==> config.mk <==
export PLATFORM = sky130hd
export DESIGN_NAME = divider_seq
export DESIGN_NICKNAME = d
export VERILOG_FILES = /design/src/rtl/divider_seq_pkg.sv /design/src/rtl/divider_seq_opext.sv /design/src/rtl/divider_seq.sv
export SDC_FILE = /design/constraint.sdc
export NUM_CORES = 1
export LEC_CHECK = 0
export ABC_AREA = 1
export BUFFER_PORTS_ARGS = -buffer_cell sky130_fd_sc_hd__clkbuf_2
export CAP_MARGIN = 10
export CORE_ASPECT_RATIO = 1.25
export CORE_MARGIN = 1.5
export CORE_UTILIZATION = 45
export DETAILED_ROUTE_END_ITERATION = 12
export MAX_ROUTING_LAYER = met4
export PLACE_DENSITY_LB_ADDON = 0.25
export SLEW_MARGIN = 20
export SYNTH_ARGS = -nofsm -noshare
export SYNTH_HDL_FRONTEND = slang
export SYNTH_SLANG_ARGS = --single-unit
==> constraint.sdc <==
create_clock -name i_clk -period 6.3 [get_ports i_clk]
set_clock_uncertainty 0.1 [all_clocks]
set_input_delay 1.26 -clock i_clk [delete_from_list [all_inputs] [get_ports i_clk]]
set_output_delay 1.26 -clock i_clk [all_outputs]
set_load 0.02 [all_outputs]
==> src/rtl/divider_seq_pkg.sv <==
// Shared types and constants for the sequential DIV/DIVU unit.
package divider_seq_pkg;

  typedef enum logic [1:0] {
    S_IDLE = 2'd0,
    S_RUN  = 2'd1,
    S_FIX  = 2'd2
  } state_e;

  localparam int DIV_DATA_W = 32;

  function automatic int div_count_w(input int w);
    return $clog2(w + 1);
  endfunction

  localparam int DIV_COUNT_W = div_count_w(DIV_DATA_W);

  // Quotient reported for a zero divisor.
  localparam logic [DIV_DATA_W-1:0] DIV_DBZ_QUOT = '1;

endpackage

==> src/rtl/divider_seq_opext.sv <==
// Operand extender: DATA_WIDTH -> DATA_WIDTH+1, sign- or zero-extended.
module div_opext #(
  parameter int DATA_WIDTH = 32
) (
  input  logic                  i_is_signed,
  input  logic [DATA_WIDTH-1:0] i_op,
  output logic [DATA_WIDTH:0]   o_ext
);

  assign o_ext = {i_is_signed & i_op[DATA_WIDTH-1], i_op};

endmodule

==> src/rtl/divider_seq.sv <==
// Sequential restoring divider for DIV/DIVU: one quotient bit per cycle,
// sign fix-up in a final cycle, one-cycle done pulse.
module divider_seq
  import divider_seq_pkg::*;
#(
  parameter int DATA_WIDTH = 32
) (
  input  logic                  i_clk,
  input  logic                  i_rst,
  input  logic                  i_start,
  input  logic                  i_is_signed,
  input  logic                  i_flush,
  input  logic [DATA_WIDTH-1:0] i_dividend,
  input  logic [DATA_WIDTH-1:0] i_divisor,
  output logic                  o_busy,
  output logic                  o_done,
  output logic [DATA_WIDTH-1:0] o_quotient,
  output logic [DATA_WIDTH-1:0] o_remainder,
  output logic                  o_div_by_zero
);

  localparam int W  = DATA_WIDTH;
  localparam int CW = div_count_w(DATA_WIDTH);

  state_e          r_state, w_next;
  logic [CW-1:0]   r_cnt;
  logic [W-1:0]    r_quo, r_rem;
  logic [W:0]      r_dvs;
  logic            r_sa, r_sb, r_dbz_pend;
  logic [W-1:0]    r_q, r_r;
  logic            r_dbz, r_done;

  logic [W:0]      w_a_ext, w_b_ext;
  logic [W-1:0]    w_a_mag, w_b_mag;
  logic            w_b_zero, w_accept, w_busy, w_fix_fire;
  logic [W:0]      w_sh;
  logic [W-1:0]    w_diff, w_q_fix, w_r_fix;
  logic            w_ok;

  div_opext #(.DATA_WIDTH(W)) u_ext_a (
    .i_is_signed(i_is_signed), .i_op(i_dividend), .o_ext(w_a_ext));
  div_opext #(.DATA_WIDTH(W)) u_ext_b (
    .i_is_signed(i_is_signed), .i_op(i_divisor),  .o_ext(w_b_ext));

  // Magnitudes always fit W bits (|MIN| = 2^(W-1)), so W-bit negation is exact.
  assign w_a_mag  = w_a_ext[W] ? -w_a_ext[W-1:0] : w_a_ext[W-1:0];
  assign w_b_mag  = w_b_ext[W] ? -w_b_ext[W-1:0] : w_b_ext[W-1:0];
  assign w_b_zero = (i_divisor == '0);

  // Restoring step; on success the true difference is < divisor, so W bits suffice.
  assign w_sh   = {r_rem, r_quo[W-1]};
  assign w_ok   = (w_sh >= r_dvs);
  assign w_diff = w_sh[W-1:0] - r_dvs[W-1:0];

  assign w_q_fix = (r_sa ^ r_sb) ? -r_quo : r_quo;
  assign w_r_fix = r_sa ? -r_rem : r_rem;

  always_ff @(posedge i_clk or posedge i_rst) begin
    if (i_rst) r_state <= S_IDLE;
    else       r_state <= w_next;
  end

  always_comb begin
    w_next = r_state;
    if (i_flush) w_next = S_IDLE;
    else begin
      case (r_state)
        S_IDLE:  if (i_start) w_next = w_b_zero ? S_FIX : S_RUN;
        S_RUN:   if (r_cnt == CW'(1)) w_next = S_FIX;
        S_FIX:   w_next = S_IDLE;
        default: w_next = S_IDLE;
      endcase
    end
  end

  always_comb begin
    w_busy     = (r_state != S_IDLE);
    w_accept   = (r_state == S_IDLE) && i_start && !i_flush;
    w_fix_fire = (r_state == S_FIX) && !i_flush;
  end

  always_ff @(posedge i_clk or posedge i_rst) begin
    if (i_rst) begin
      r_cnt <= '0; r_quo <= '0; r_rem <= '0; r_dvs <= '0;
      r_sa <= 1'b0; r_sb <= 1'b0; r_dbz_pend <= 1'b0;
      r_q <= '0; r_r <= '0; r_dbz <= 1'b0; r_done <= 1'b0;
    end else begin
      r_done <= w_fix_fire;
      if (w_accept) begin
        r_sa       <= w_a_ext[W];
        r_sb       <= w_b_ext[W];
        r_dvs      <= {1'b0, w_b_mag};
        r_rem      <= '0;
        r_cnt      <= CW'(W);
        r_dbz_pend <= w_b_zero;
        // Zero divisor: keep the raw dividend so it can be returned untouched.
        r_quo      <= w_b_zero ? w_a_ext[W-1:0] : w_a_mag;
      end else if (r_state == S_RUN) begin
        r_rem <= w_ok ? w_diff : w_sh[W-1:0];
        r_quo <= {r_quo[W-2:0], w_ok};
        r_cnt <= r_cnt - CW'(1);
      end
      if (w_fix_fire) begin
        r_dbz <= r_dbz_pend;
        r_q   <= r_dbz_pend ? {W{1'b1}} : w_q_fix;
        r_r   <= r_dbz_pend ? r_quo     : w_r_fix;
      end
    end
  end

  assign o_busy        = w_busy;
  assign o_done        = r_done;
  assign o_quotient    = r_q;
  assign o_remainder   = r_r;
  assign o_div_by_zero = r_dbz;

endmodule

# After elaboration in Yosys (flattened, before gate mapping)
# Cells that the tools add are included.
# Widths: inputs -> output; s select.
[classes]
n_addsub = 6
n_lt_le_gt_ge = 1
n_eq_ne = 5
muxes = 19
n_bitwise = 3
n_reduce_logical = 9
[ops]
columns = ["cell", "n"]
rows = [
  ["$mux 32", 12],
  ["$neg 32->32", 4],
  ["$ge 33x32->1", 1],
  ["$logic_not 32->1", 1],
  ["$sub 32x32->32", 1],
  ["$mux 6", 2],
  ["$mux 2", 4],
  ["$eq 6x1->1 const B", 1],
  ["$ne 3x3->1 const B", 2],
  ["$sub 6x1->6 const B", 1],
  ["$pmux 2 s2", 1],
  ["$reduce_bool 2->1", 2],
  ["$logic_and 1x1->1", 3],
  ["$and 1x1->1", 2],
  ["$eq 2x1->1 const B", 1],
  ["$eq 2x2->1 const B", 1],
  ["$logic_not 2->1", 1],
  ["$reduce_and 2->1", 1],
  ["$logic_not 1->1", 1],
  ["$xor 1x1->1", 1],
]
[word_totals]
ff_bits = 173
in_bits = 69

# Depth between registers and ports, before layout
# Gate-level depths: netlist of the first run.
[depth]
ltp_word = 5
ltp_mapped = 17
depth_no_buf = 16

# Cells and area by module
# From an unflattened synthesis of the first run, not the netlist that was laid out.
[hier_totals]
hier_cells = 2338
area_unflattened_um2 = 14490.1
[by_module_without_submodules]
columns = ["module", "n_inst", "cells_each", "area_each_um2", "seq_area_each_um2"]
rows = [
  ["divider_seq", 1, 2270, 13994.7, 4329.2],
  ["div_opext", 2, 34, 247.7, 0.0],
]

# Least setup slack after synthesis of the first run
# No wires, ideal clock.
[synth_timing]
kind = "input to register"
from = "input port i_divisor[0]"
to = "register r_quo[13]"
setup_ns = 0.118
arrival_time_ns = 2.532
path_slack_ns = 3.550
stages = 12
cell_sequence = "inv_1 -> ha_1 -> nand3_1 -> nor2_2 -> nand2_2 -> nor2_4 -> nand4_4 -> buf_2 -> nand3_1 -> nand2_1 -> nand3_1 -> nand2_1"
[synth_between]
elab_chain_len = 3
[synth_lines]
columns = ["element", "line_no", "rtl"]
rows = [
  ["start: declaration", "divider_seq.sv:14", "input logic [DATA_WIDTH-1:0] i_divisor,"],
  ["$logic_not 32->1", "divider_seq.sv:48", "assign w_b_zero = (i_divisor == '0);"],
  ["$mux 32", "divider_seq.sv:97", "r_quo <= w_b_zero ? w_a_ext[W-1:0] : w_a_mag;"],
  ["$mux 32", "divider_seq.sv:89", "if (w_accept) begin"],
  ["end signal: assignment", "divider_seq.sv:97", ""],
  ["end signal: assignment", "divider_seq.sv:100", "r_quo <= {r_quo[W-2:0], w_ok};"],
  ["end: declaration", "divider_seq.sv:27", "logic [W-1:0] r_quo, r_rem;"],
]
# Every way passes these cells.
# A chain may end at the register's enable or synchronous reset.

# Final worst setup path of the first run
[layout_timing]
from = "register r_sa"
to = "register r_q[23] (netlist: o_quotient[23])"
[layout_between]
elab_chain_len = 3
[layout_lines]
columns = ["element", "line_no", "rtl"]
rows = [
  ["start: declaration", "divider_seq.sv:29", "logic r_sa, r_sb, r_dbz_pend;"],
  ["start signal: assignment", "divider_seq.sv:90", "r_sa <= w_a_ext[W];"],
  ["$xor 1x1->1", "divider_seq.sv:55", "assign w_q_fix = (r_sa ^ r_sb) ? -r_quo : r_quo;"],
  ["$mux 32", "divider_seq.sv:55", ""],
  ["$mux 32", "divider_seq.sv:105", "r_q <= r_dbz_pend ? {W{1'b1}} : w_q_fix;"],
  ["end signal: assignment", "divider_seq.sv:105", ""],
  ["end: declaration", "divider_seq.sv:30", "logic [W-1:0] r_q, r_r;"],
]
# Every way passes these cells.

==> results summary, run 1 <==
The flow ran to the end, and the final reports show no timing, DRC or antenna violations. Leaving out fill and tap cells, the most frequent cells in the layout are nand2_1 (725), inv_1 (361), nand3_1 (242), dfrtp_1 (173), nor2_1 (165). For the worst setup path, the data required time is 6500 ps. The worst-case reg-to-reg path depth came out at 10. The post-synthesis cell count is about 2300. The floorplan step defined a die boundary enclosing about 32000 sq um.

From synthesis to final layout, the design area changed by 10.6%. The total cell area at the placement stage came out at approximately 15000 sq um. In this run the clock root is driven by a clkbuf_16. The share of the yosys chip area belonging to registers came out at between 30 and 40%. The share of layout cells above drive strength 1 is between 10 and 15%. Final hold analysis gives a worst-case slack of between 300 and 400 ps. The clock sink total is approximately 170. The total negative slack for setup checks is 0 ps.

Measured along the y axis, the die boundary spans roughly 200 um. Overall power consumption after layout is estimated at 7.64 mW. The final layout contains between 2000 and 2500 nets. Each instance of the synthesized netlist takes up on average between 6 and 7 sq um.

The most common library cell in the layout ignoring fill and taps is nand2_1. The maximum number of pins on one net before global-route repair is 174. The static leakage is roughly 8.4 nW. The critical path goes through buf_4, inv_1, nand2_1, nand2_1, inv_1, nand2_1, nand3_1, nand2_1, nor2_1, a21oi_1. The buffer depth of the longest clock path is 2. After detailed routing, the total wire length is between 40 and 50 mm. The startpoint identified for the worst hold timing path is r_dvs[9]. The leading register cell type out of synthesis is dfrtp_1.

In this run the critical register-to-register path is launched from r_sa. Counting the buffers created by CTS gives 17. The CTS tree is yes.

The slew at the pin with the worst max-slew slack came out at slightly below 1000 ps. By instance count, the cell type seen most on the critical path is nand2_1. The number of gates resized after CTS was 0. The total number of vias came out at about 14000. The register bit count reported by yosys came out at 173. The floorplan step defined a core boundary enclosing just over 30000 sq um. The peak fanout along the critical path came out at 36. The setup fix buffers added after clock tree synthesis came out at 0. The number of hold buffers added after cts came out at 0.

The starting utilization of the core area is 45.7%. The clock transition at the registers of the reported paths is 70 ps. The aggregate global-route resource usage is between 20% and 30%.

Setup repair after global routing left no endpoint under its margin. The netlist uses 54 different library cells. Once layout is done, the placed cells without fillers occupy between 15000 and 20000 sq um. The first-pass detailed-route iteration total came out at 5.

The max-cap check violation count came out at 0. In this design, the stage delay of the slowest critical-path cell is roughly 750 ps. The total global routing overflow came out at 0. The number of design-rule violations left by the first detailed-router iteration came out at between 900 and 1000.

For this run, the number of Yosys warnings is 0. Dividing the detail-routed via count by the number of cells gives between 5 and 6. The remaining design rule violation count came out at 0. The first global-routing pass estimated approximately 72 mm of wire. The number of antenna violations at the first check in global routing came out at 0.

For the worst-skew pair, the clock arrives at the later sink with an insertion delay of ~450 ps. The final critical-path share of the clock period came out at 50.4%. The antenna diode instance count came out at 0. The share of synthesized registers carrying an async set or reset is 100%. The final hold violation count was 0. The total setup violations reported at the end of the flow is 0.

The clock tree synthesis step divided the H-tree into 4 levels. The sequential cell area in the final layout came out at roughly 4300 sq um. The critical path's slowest cell is inv_1. STA classifies the critical path startpoint as a flop. The floorplan step set the die width to ~160 um.

The average wire length per cell after detail routing came out at around 16 um. The number of filler cells placed in the layout is 3216. The endpoint identified for the worst register-to-register timing path is o_quotient[23]. The min-delay analysis places its worst path in the category reg2reg.

The net count after synthesis came out at around 2400. The detail route stage leaves a number of antenna-violating nets equal to 0. Based on the critical path, the design can be clocked at up to between 300 and 400 MHz.

The relative slew slack is about 34%. Dividing total power by cell area gives a power density of 489 nW/um^2. The instance count along the most critical hold path is 2. Summed over all nets, the half-perimeter wirelength after detailed placement is ~35 mm. The final estimated routing congestion in global placement came out at 0.979. The boundary pin count came out at between 100 and 150. The number of standard-cell rows in the floorplan is between 70 and 80.

The synthesized cell area came out at around 14000 sq um. Data on the critical path arrives at its endpoint at between 3000 and 4000 ps. The setup check on the worst reg-to-reg path leaves a slack of 3130 ps. The number of enable flip-flop cells after synthesis is 0. The count of port buffers added during placement came out at between 100 and 150. The share of the core filled with cells in the final layout came out at 50.5%. The count of final max-slew check failures came out at 0. The minimum clock period is ~3200 ps. The critical path class is reg2reg. The largest voltage drop on the vdd net came out at slightly below 0.2 mV.

The footprint of the multi-input gates came out at between 8000 and 9000 sq um. STA classifies the critical path endpoint as a flop. The worst hold path terminates at r_dvs[9].

The via count of the first global-routing pass came out at roughly 14000.
[Yosys cell counts (all sizes together) (2+ instances only)]
cell type / n / area share [%]
and2: 10 / 0.44
nand2: 735 / 20
a21o: 3 / 0.16
or2: 10 / 0.44
nor3: 32 / 1.2
o22a: 6 / 0.37
nand3b: 13 / 0.69
o32a: 2 / 0.14
nand3: 249 / 9.1
a21oi: 72 / 2.6
o31ai: 4 / 0.21
inv: 374 / 10
nand4: 50 / 2.3
buf: 38 / 1.5
o221ai: 3 / 0.19
a2bb2oi: 3 / 0.19
o211ai: 13 / 0.69
a22oi: 2 / 0.11
a31oi: 2 / 0.089
and3: 2 / 0.089
xnor2: 18 / 1.1
o21ai: 88 / 3.1
clkbuf: 36 / 0.97
nor2: 186 / 5.6
o21a: 6 / 0.32
xor2: 36 / 2.2
o22ai: 36 / 1.6
o21bai: 3 / 0.16
ha: 38 / 3.4
clkinv: 2 / 0.053
dfrtp: 173 / 31
[cell type report]
class / count / share of cell area [%]
Timing Repair Buffer: 146 / 4.94
Clock inverter: 10 / 0.505
Inverter: 376 / 9.07
Tap cell: 407 / 3.26
Clock buffer: 22 / 3.04
Multi-Input combinational cell: 1628 / 51.4
Sequential cell: 173 / 27.7
[per-layer routing]
layer	wire, um	share of wire [%]	vias up	GRT usage [%]
met3	1720	3.9	113	3.43
met5	0	0	-	-
li1	-	-	7330	-
met4	2710	6.1	0	16.9
met2	21300	48	376	48.0
met1	18600	42	6596	34.0
[worst max path at each step]
| stage | start | endpoint | slack, ps |
|---|---|---|---|
| final | r_sa | o_quotient[23] | 3130 |
| after global routing | r_sa | o_quotient[23] | 2860 |
| after CTS | i_is_signed | r_dvs[28] | 3150 |
| after detailed placement | i_is_signed | r_dvs[28] | 2680 |
| after global placement | i_is_signed | r_dvs[28] | 2750 |
| after floorplan | i_rst | o_div_by_zero | 250 |
[registers in the layout, summed over array words and instances (netlist names)]
name and flops:
o_quotient 32, o_remainder 32, r_dvs 32, r_quo 32, r_rem 32, r_cnt 6
r_state 2, o_div_by_zero 1, o_done 1, r_dbz_pend 1, r_sa 1, r_sb 1
[report_power, final]
group | internal [mW] | switching, mW
Combinational | 1.50 | 3.03
Clock | 0.541 | 0.470
Sequential | 1.58 | 0.508
Total | 3.62 | 4.01
[worst max-delay path, delay by kind of cell, from the launching register on]
kind,cells,cell delay (ps)
AO/OA/AOI/OAI,1,60
buffers and inverters,3,1360
flip-flops,1,320
AND/OR/NAND/NOR,6,1130
[stage by stage]
| step | cells | setup slack, ps |
|---|---|---|
| after CTS | 2762 | 3150 |
| after floorplan | 2251 | 252 |
| after global placement | 2730 | 2750 |
| after detailed placement | 2730 | 2680 |
| final | 2762 | 3130 |
| after global routing | 2762 | 2860 |
[kinds of logic after synthesis]
group | after synthesis | share of synthesized area, %
flip-flops | 173 | 30.7
buffers and inverters | 450 | 12.5
AND/OR/NAND/NOR | 1289 | 39.9
AO/OA/AOI/OAI | 246 | 10.1
XOR/XNOR | 54 | 3.35
adder cells (fa/ha/maj) | 39 | 3.51
No activity file was read; power rests on OpenSTA's default activity.
==> run 2, diff against run 1 <==
- ABC_AREA: 1 -> 0
- clock period: 6.3 -> 3.1 ns (I/O delays scaled with it)
==> results summary, run 2 <==
The flow ran to the end, but the final reports show violations. The final reports fail on negative setup slack. The minimum clock period came out at ~3200 ps.

The critical path class is reg2reg. The starting utilization of the core area came out at around 46%. After detailed routing, the number of vias per cell comes to approximately 5.5. The internal reg-to-reg setup slack came out at -70 ps.

Of all flip-flops after synthesis, the portion carrying an async set or reset was between 90% and 100%. Combinational logic burns approximately 55% of the power. The post-synthesis cell count came out at approximately 1400. The most used flip-flop cell after synthesis is dfrtp_1.

The tightest hold margin is ~70 ps. The wire length of the first global-routing pass came out at between 40 and 50 mm. During placement, the flow inserted port buffers numbering ~140. The remaining design rule violation count came out at 0. In the final layout, the share of cells above drive strength 1 is a little over a fifth. The post-detailed-route count of antenna-violating nets came out at 0. The aggregate global-route resource usage is a little under a quarter. In this run the cell area measured after placement is roughly 13000 sq um. The number of hold buffers added after cts is 0. The cell area power density is roughly 940 nW/um^2.

The worst slack after detailed placement came out at -144 ps. The proportion of power drawn by flip-flops and latches is between 20% and 30%. The core area is around 25000 sq um. Leaving out fill and tap cells, the most frequent cells in the layout are o21ai_0 (174), dfrtp_1 (170), nand2_1 (166), clkbuf_2 (135), a21oi_1 (120). Leaving out fill and tap cells, the most frequent cell in the layout is o21ai_0. CTS saw between 150 and 200 sinks. After the last flow step, the layout net total stands at approximately 1700.

STA classifies the critical path endpoint as a flop. The proportion of netlist area held by the largest area contributor is a little under two fifths. The number of different library cells in the post-synthesis netlist is 62. The root buffer selected by CTS is clkbuf_16. The average wire length per cell after detail routing came out at around 16 um.

The worst register-to-register path ends at o_remainder[26]. The floorplan die width came out at ~150 um. The largest voltage drop on the vdd net is 0.553 mV. The max-cap check violation count is 0. The H-tree level count is 4. After synthesis the netlist holds a flip-flop and latch count of approximately 170.

The clock transition at the registers of the reported paths is about 60 ps. The switching part of the total came out at 43.0%. Sorting the synthesized cells by how often they occur yields o21ai_0 (180), dfrtp_1 (173), nand2_1 (167).

The tightest min-delay check is of the in2async type. The die span in y came out at ~180 um. The signal arrival time at the worst endpoint is between 3000 and 4000 ps. The number of cells on the worst reg-to-reg path is 9. The HPWL reported at the end of detailed placement is 22.6 mm. The launch instance of the worst register-to-register path is r_rem[6]. The slew at the pin with the worst max-slew slack came out at about 1100 ps. The largest stage delay on the critical path came out at 550 ps. The antenna diode instance count came out at 0. The required time of the worst setup path is about 3300 ps.

Setup repair after global routing could not meet its margin everywhere. The number of enable flip-flop cells after synthesis came out at 0. Based on the critical path, the design can be clocked at up to ~320 MHz. The boundary pin count came out at approximately 140. The clock network fraction of design power came out at ~17%. The share of the core filled with cells in the final layout came out at about 56%. Sorting the synthesized cells by area gives the leading types as dfrtp_1 (38%), o21ai_0 (7.9%), xor2_1 (6.4%), nand2_1 (5.5%), a21oi_1 (5.5%).

The cell area that synthesis handed to floorplanning was around 11000 sq um. The routed layout has 10500 vias. The die outline area is 26200 sq um.

After detailed routing, the total wire length is between 30 and 40 mm. The relative slew slack came out at roughly 28%. Walking the worst path, the cells encountered are or4_4, or3_4, or3_4, or4_4, o41ai_4, xor2_1, nor2_1, a21oi_1, o21ai_1. The number of antenna violations at the first check in global routing came to 0. Yosys printed 0 warnings. Once routing completed, OpenROAD measured the worst setup slack at -73.0 ps. In the finished design, the share of the clock period the worst path needs comes to 102%. The via count of the first global-routing pass is around 10000. In this run the power spent charging and discharging nets is 5.59 mW. The net count after synthesis is 1488.

The peak fanout along the critical path is 4. The final estimated routing congestion in global placement came out at about 0.97. The maximum number of pins on one net before global-route repair came out at 110. Clock tree synthesis inserted a total of 17 buffers.

The internal power of the cells totals between 7 and 8 mW. The static leakage is around 6.4 nW. TritonCTS built the clock tree.

The mean area per synthesized cell is around 8.2 sq um. The number of design-rule violations left by the first detailed-router iteration came out at about 640. The critical path's slowest cell is or4_4. The most common cell in the netlist is o21ai_0.

The count of final max-slew check failures was 0. The first-pass detailed-route iteration total came out at 5. The total global routing overflow is 0.

The buffer depth of the longest clock path is 2. The worst-skew pair later-pin latency came out at ~440 ps. The share of the yosys chip area belonging to registers is a little under two fifths. The worst setup path is launched from a flop. The final instance area is between 10000 and 15000 sq um. The total setup violations reported at the end of the flow is 4. From synthesis to final layout, the design area changed by 22.2%. The number of standard-cell rows in the floorplan came out at 64.

Summed over all instances, the cell type with the most area after synthesis is dfrtp_1. The final hold violation count came out at 0.
## run 2: area by class of cell
type                       instances  area [sq um]
clock buffer                      22           464
clock inverter                    10           138
fill                            2294         10800
inverter                          62           236
multi-input combinational       1060          6700
sequential                       173          4330
tap                              330           413
timing repair buffer             246          1580
## run 2: what timing repair did
item,4_1_cts,5_1_grt
pin swaps,3,18
gates resized for setup,7,39
setup buffers,4,4
gates cloned,0,0
endpoints found under the setup margin,31,45
## run 2: layer usage
| metal | vias to the layer above | track usage (%) | share of wire (%) |
|---|---|---|---|
| met5 | - | - | 0 |
| met4 | 0 | 8.78 | 2.2 |
| met3 | 49 | 3.01 | 4.4 |
| met2 | 300 | 39.0 | 48 |
| met1 | 4933 | 30.6 | 46 |
| li1 | 5186 | - | - |
## run 2: worst max path at each step
stage / from / cells after the start / slack [ps] / to
3_5_place_dp: i_divisor[6] / 11 / -140 / r_quo[31]
6_report: r_rem[6] / 9 / -70 / o_remainder[26]
5_1_grt: r_rem[6] / 9 / -180 / o_remainder[24]
4_1_cts: r_rem[6] / 9 / -80 / o_remainder[26]
2_1_floorplan: i_divisor[13] / 11 / 40 / r_quo[13]
3_3_place_gp: i_divisor[6] / 11 / -160 / r_quo[31]
## run 2: kinds of logic (layout without fill, tap and decap cells)
family / count (synthesis) / after routing / share of synthesized area (%)
fa+ha+maj: 39 / 39 / 4.37
simple gates: 416 / 416 / 16.9
buf+inv: 147 / 340 / 4.92
xor+xnor: 152 / 152 / 11.7
mux: 18 / 18 / 1.59
compound gates: 435 / 435 / 22.3
flops: 173 / 173 / 38.2
## run 2: per-stage QoR
step,instances,power [mW],setup TNS [ps]
2_1_floorplan,1380,8.03,0
3_3_place_gp,1863,10.1,-1230
3_5_place_dp,1863,10.2,-2290
4_1_cts,1899,12.6,-189
5_1_grt,1903,13.9,-1060
6_report,1903,13.0,-168
## run 2: power by group through the flow
stage	Clock (mW)	Sequential, mW	Combinational (mW)
floorplan	0	3.64	4.39
detailed placement	0	3.63	6.61
global route	2.32	3.72	7.87
CTS	2.24	3.58	6.78
finish	2.20	3.64	7.14
global placement	0	3.59	6.54
## run 2: critical path, delay by kind of cell (launching register included)
family	cells	cell delay, ps
XOR/XNOR	1	160
flip-flops	1	400
AO/OA/AOI/OAI	3	480
AND/OR/NAND/NOR	5	1890
==> run 3, diff against run 2 <==
- clock period: 3.1 -> 3.78 ns (I/O delays scaled with it)
==> results summary, run 3 (synthesis gave the netlist of run 2 again) <==
The layer flagged by global routing as most heavily used is met2. TritonCTS built the clock tree. The signal arrival time at the worst endpoint is about 3700 ps. The final hold violation count is 0.

The static leakage came out at between 5 and 6 nW. For this run, the detailed router's first-pass iteration total came to 5. The critical path startpoint category is a flop. The clock transition at the registers of the reported paths is roughly 60 ps. Once placement completed, the tool counted placed cells totaling around 1800. The remaining design rule violation count came out at 0. The floorplan step set the die width to between 100 and 150 um. The final critical-path share of the clock period is 91.3%.

The number of filler cells placed in the layout is 2417. The via count of the first global-routing pass came out at 9549. The non-filler instance count after layout came out at 1820.

The post-cts gate resize count is 0. The H-tree level count came out at 4. The library cell used most frequently in the layout, excluding fill and tap cells, is o21ai_0.

The via density per instance is between 5 and 6. Data on the critical path is required at its endpoint by ~4000 ps. Clock tree synthesis inserted a total of 17 buffers.

Setup repair after global routing left no endpoint under its margin. The maximum number of pins on one net before global-route repair came out at 110. The upper clock frequency limit came out at ~290 MHz. The run finished with clean final reports. The core area is roughly 25000 sq um. The count of port buffers added during placement came out at between 100 and 150. The total power came out at 9.91 mW.

The count of final max-slew check failures came to 0. The routing usage on met1 is 30.2%. The wire length of the first global-routing pass is around 48 mm. The peak fanout along the critical path came out at 4. The cell area power density is between 700 and 800 nW/um^2. For met3 alone, demand over resource in global routing was ~3.3%.

The boundary pin count came out at 136. The worst-skew pair later-pin latency is 440 ps. The met2 global-route usage is roughly 37%. Among cell families on the critical path, the largest total delay comes from compound AO/OA/AOI/OAI gates. In this run the vertical extent of the chip is around 180 um. Across the VDD grid, the largest voltage drop is ~0.48 mV.

The total negative slack for setup checks is 0 ps. The repair_antennas step left the layout with diodes totalling 0. Across the run, the number of max-cap violations was 0.

The die outline area is about 26000 sq um. For this design, the sink count on the clock tree is approximately 170. In the layout the commonest cells are o21ai_0 (180), dfrtp_1 (172), nand2_1 (167), clkbuf_2 (135), a21oi_1 (124). The total setup violations reported at the end of the flow came out at 0. The minimum clock period came out at approximately 3500 ps. The final route contains a little over 10000 vias. The number of antenna violations at the first check in global routing came out at 0. The average wire length per cell after detail routing came out at about 16 um. The worst setup path is of the reg2reg kind. STA classifies the critical path endpoint as a flop. Relative to the synthesized area, the layout overhead comes to 15.0%.

The slowest stage of the critical path belongs to the cell a311o_1. In this run, the number of DRC markers left after iteration 0 of detailed routing was 664. The setup fix buffers added after clock tree synthesis is 0. Row generation in the floorplan step produced 64 rows. The post-detailed-route count of antenna-violating nets came out at 0. The share of layout cells above drive strength 1 came out at 14.6%. Routability-driven placement finished with a final weighted congestion of approximately 0.91.

The tree is rooted in a clkbuf_16. The worst hold path belongs to the class in2async. The clock passes through at most 2 buffers. The aggregate global-route resource usage came out at about a quarter. At the pin with the least slew margin, the transition time is ~1100 ps.

Once the floorplan was initialized, standard cells occupied between 40% and 50% of the core. The final wirelength came out at between 20 and 30 mm. The number of hold buffers added after cts came out at 0. The largest stage delay on the critical path came out at 460 ps. The critical path goes through inv_1, ha_1, inv_1, fa_1, a21oi_1, o21ai_0, a311o_1, a22oi_1, a31oi_1, a21boi_0, xnor2_1, mux2i_1, o21ai_0.

Summed over all nets, the half-perimeter wirelength after detailed placement is 21.7 mm. Counting both buffers and inverters, the worst setup path holds a total of 2. The total global routing overflow is 0. The relative slew slack is between 20 and 30%. The final layout contains roughly 1600 nets.
run 3: cell type report:
| cell class | count | area (sq um) | share of cell area [%] |
|---|---|---|---|
| multi-input cells | 1060 | 6490 | 49.8 |
| flip-flops and latches | 173 | 4330 | 33.2 |
| repair buffers | 164 | 918 | 7.04 |
| clock buffers | 22 | 474 | 3.63 |
| well taps | 330 | 413 | 3.16 |
| inverters | 62 | 236 | 1.81 |
| clock inverters | 9 | 184 | 1.41 |
run 3: worst paths after layout:
check / start / end / slack [ps] / depth (start not counted)
min reg2reg: o_div_by_zero / o_div_by_zero / 380 / 2
max: r_quo[31] / r_rem[26] / 330 / 13
max in group asynchronous: i_rst / r_dvs[27] / 2230 / 3
max reg2reg: r_quo[31] / r_rem[26] / 330 / 13
min: i_rst / o_quotient[12] / 140 / 2
min in group i_clk: o_div_by_zero / o_div_by_zero / 380 / 2
run 3: power breakdown:
group | internal [mW] | total, mW | switching, mW
Combinational | 2.08 | 4.83 | 2.75
Sequential | 2.37 | 3.12 | 0.750
Clock | 1.23 | 1.96 | 0.739
Total | 5.68 | 9.91 | 4.24
run 3: worst reg2reg max path, delay by kind of cell, from the launching register on:
family / cells / cell delay (ps)
buffers and inverters: 2 / 180
adders and majority gates: 2 / 580
muxes: 1 / 90
DFF: 1 / 380
xor gates and xnor gates: 1 / 150
AOI/OAI and AO/OA: 7 / 1880
run 3: layer usage:
layer / wire (um) / vias to the layer above
met2: 13500 / 268
met1: 13500 / 4709
met4: 733 / 0
met5: 0 / -
met3: 1250 / 50
li1: - / 5029
run 3: through the flow:
stage	instance area (sq um)	setup slack (ps)	util, %	hold slack, ps
floorplan	11400	587	-	350
global placement	12400	54.2	50.2	361
detailed placement	12400	16.5	50.2	363
CTS	13100	298	52.9	125
global route	13100	118	52.9	137
finish	13100	330	52.9	138
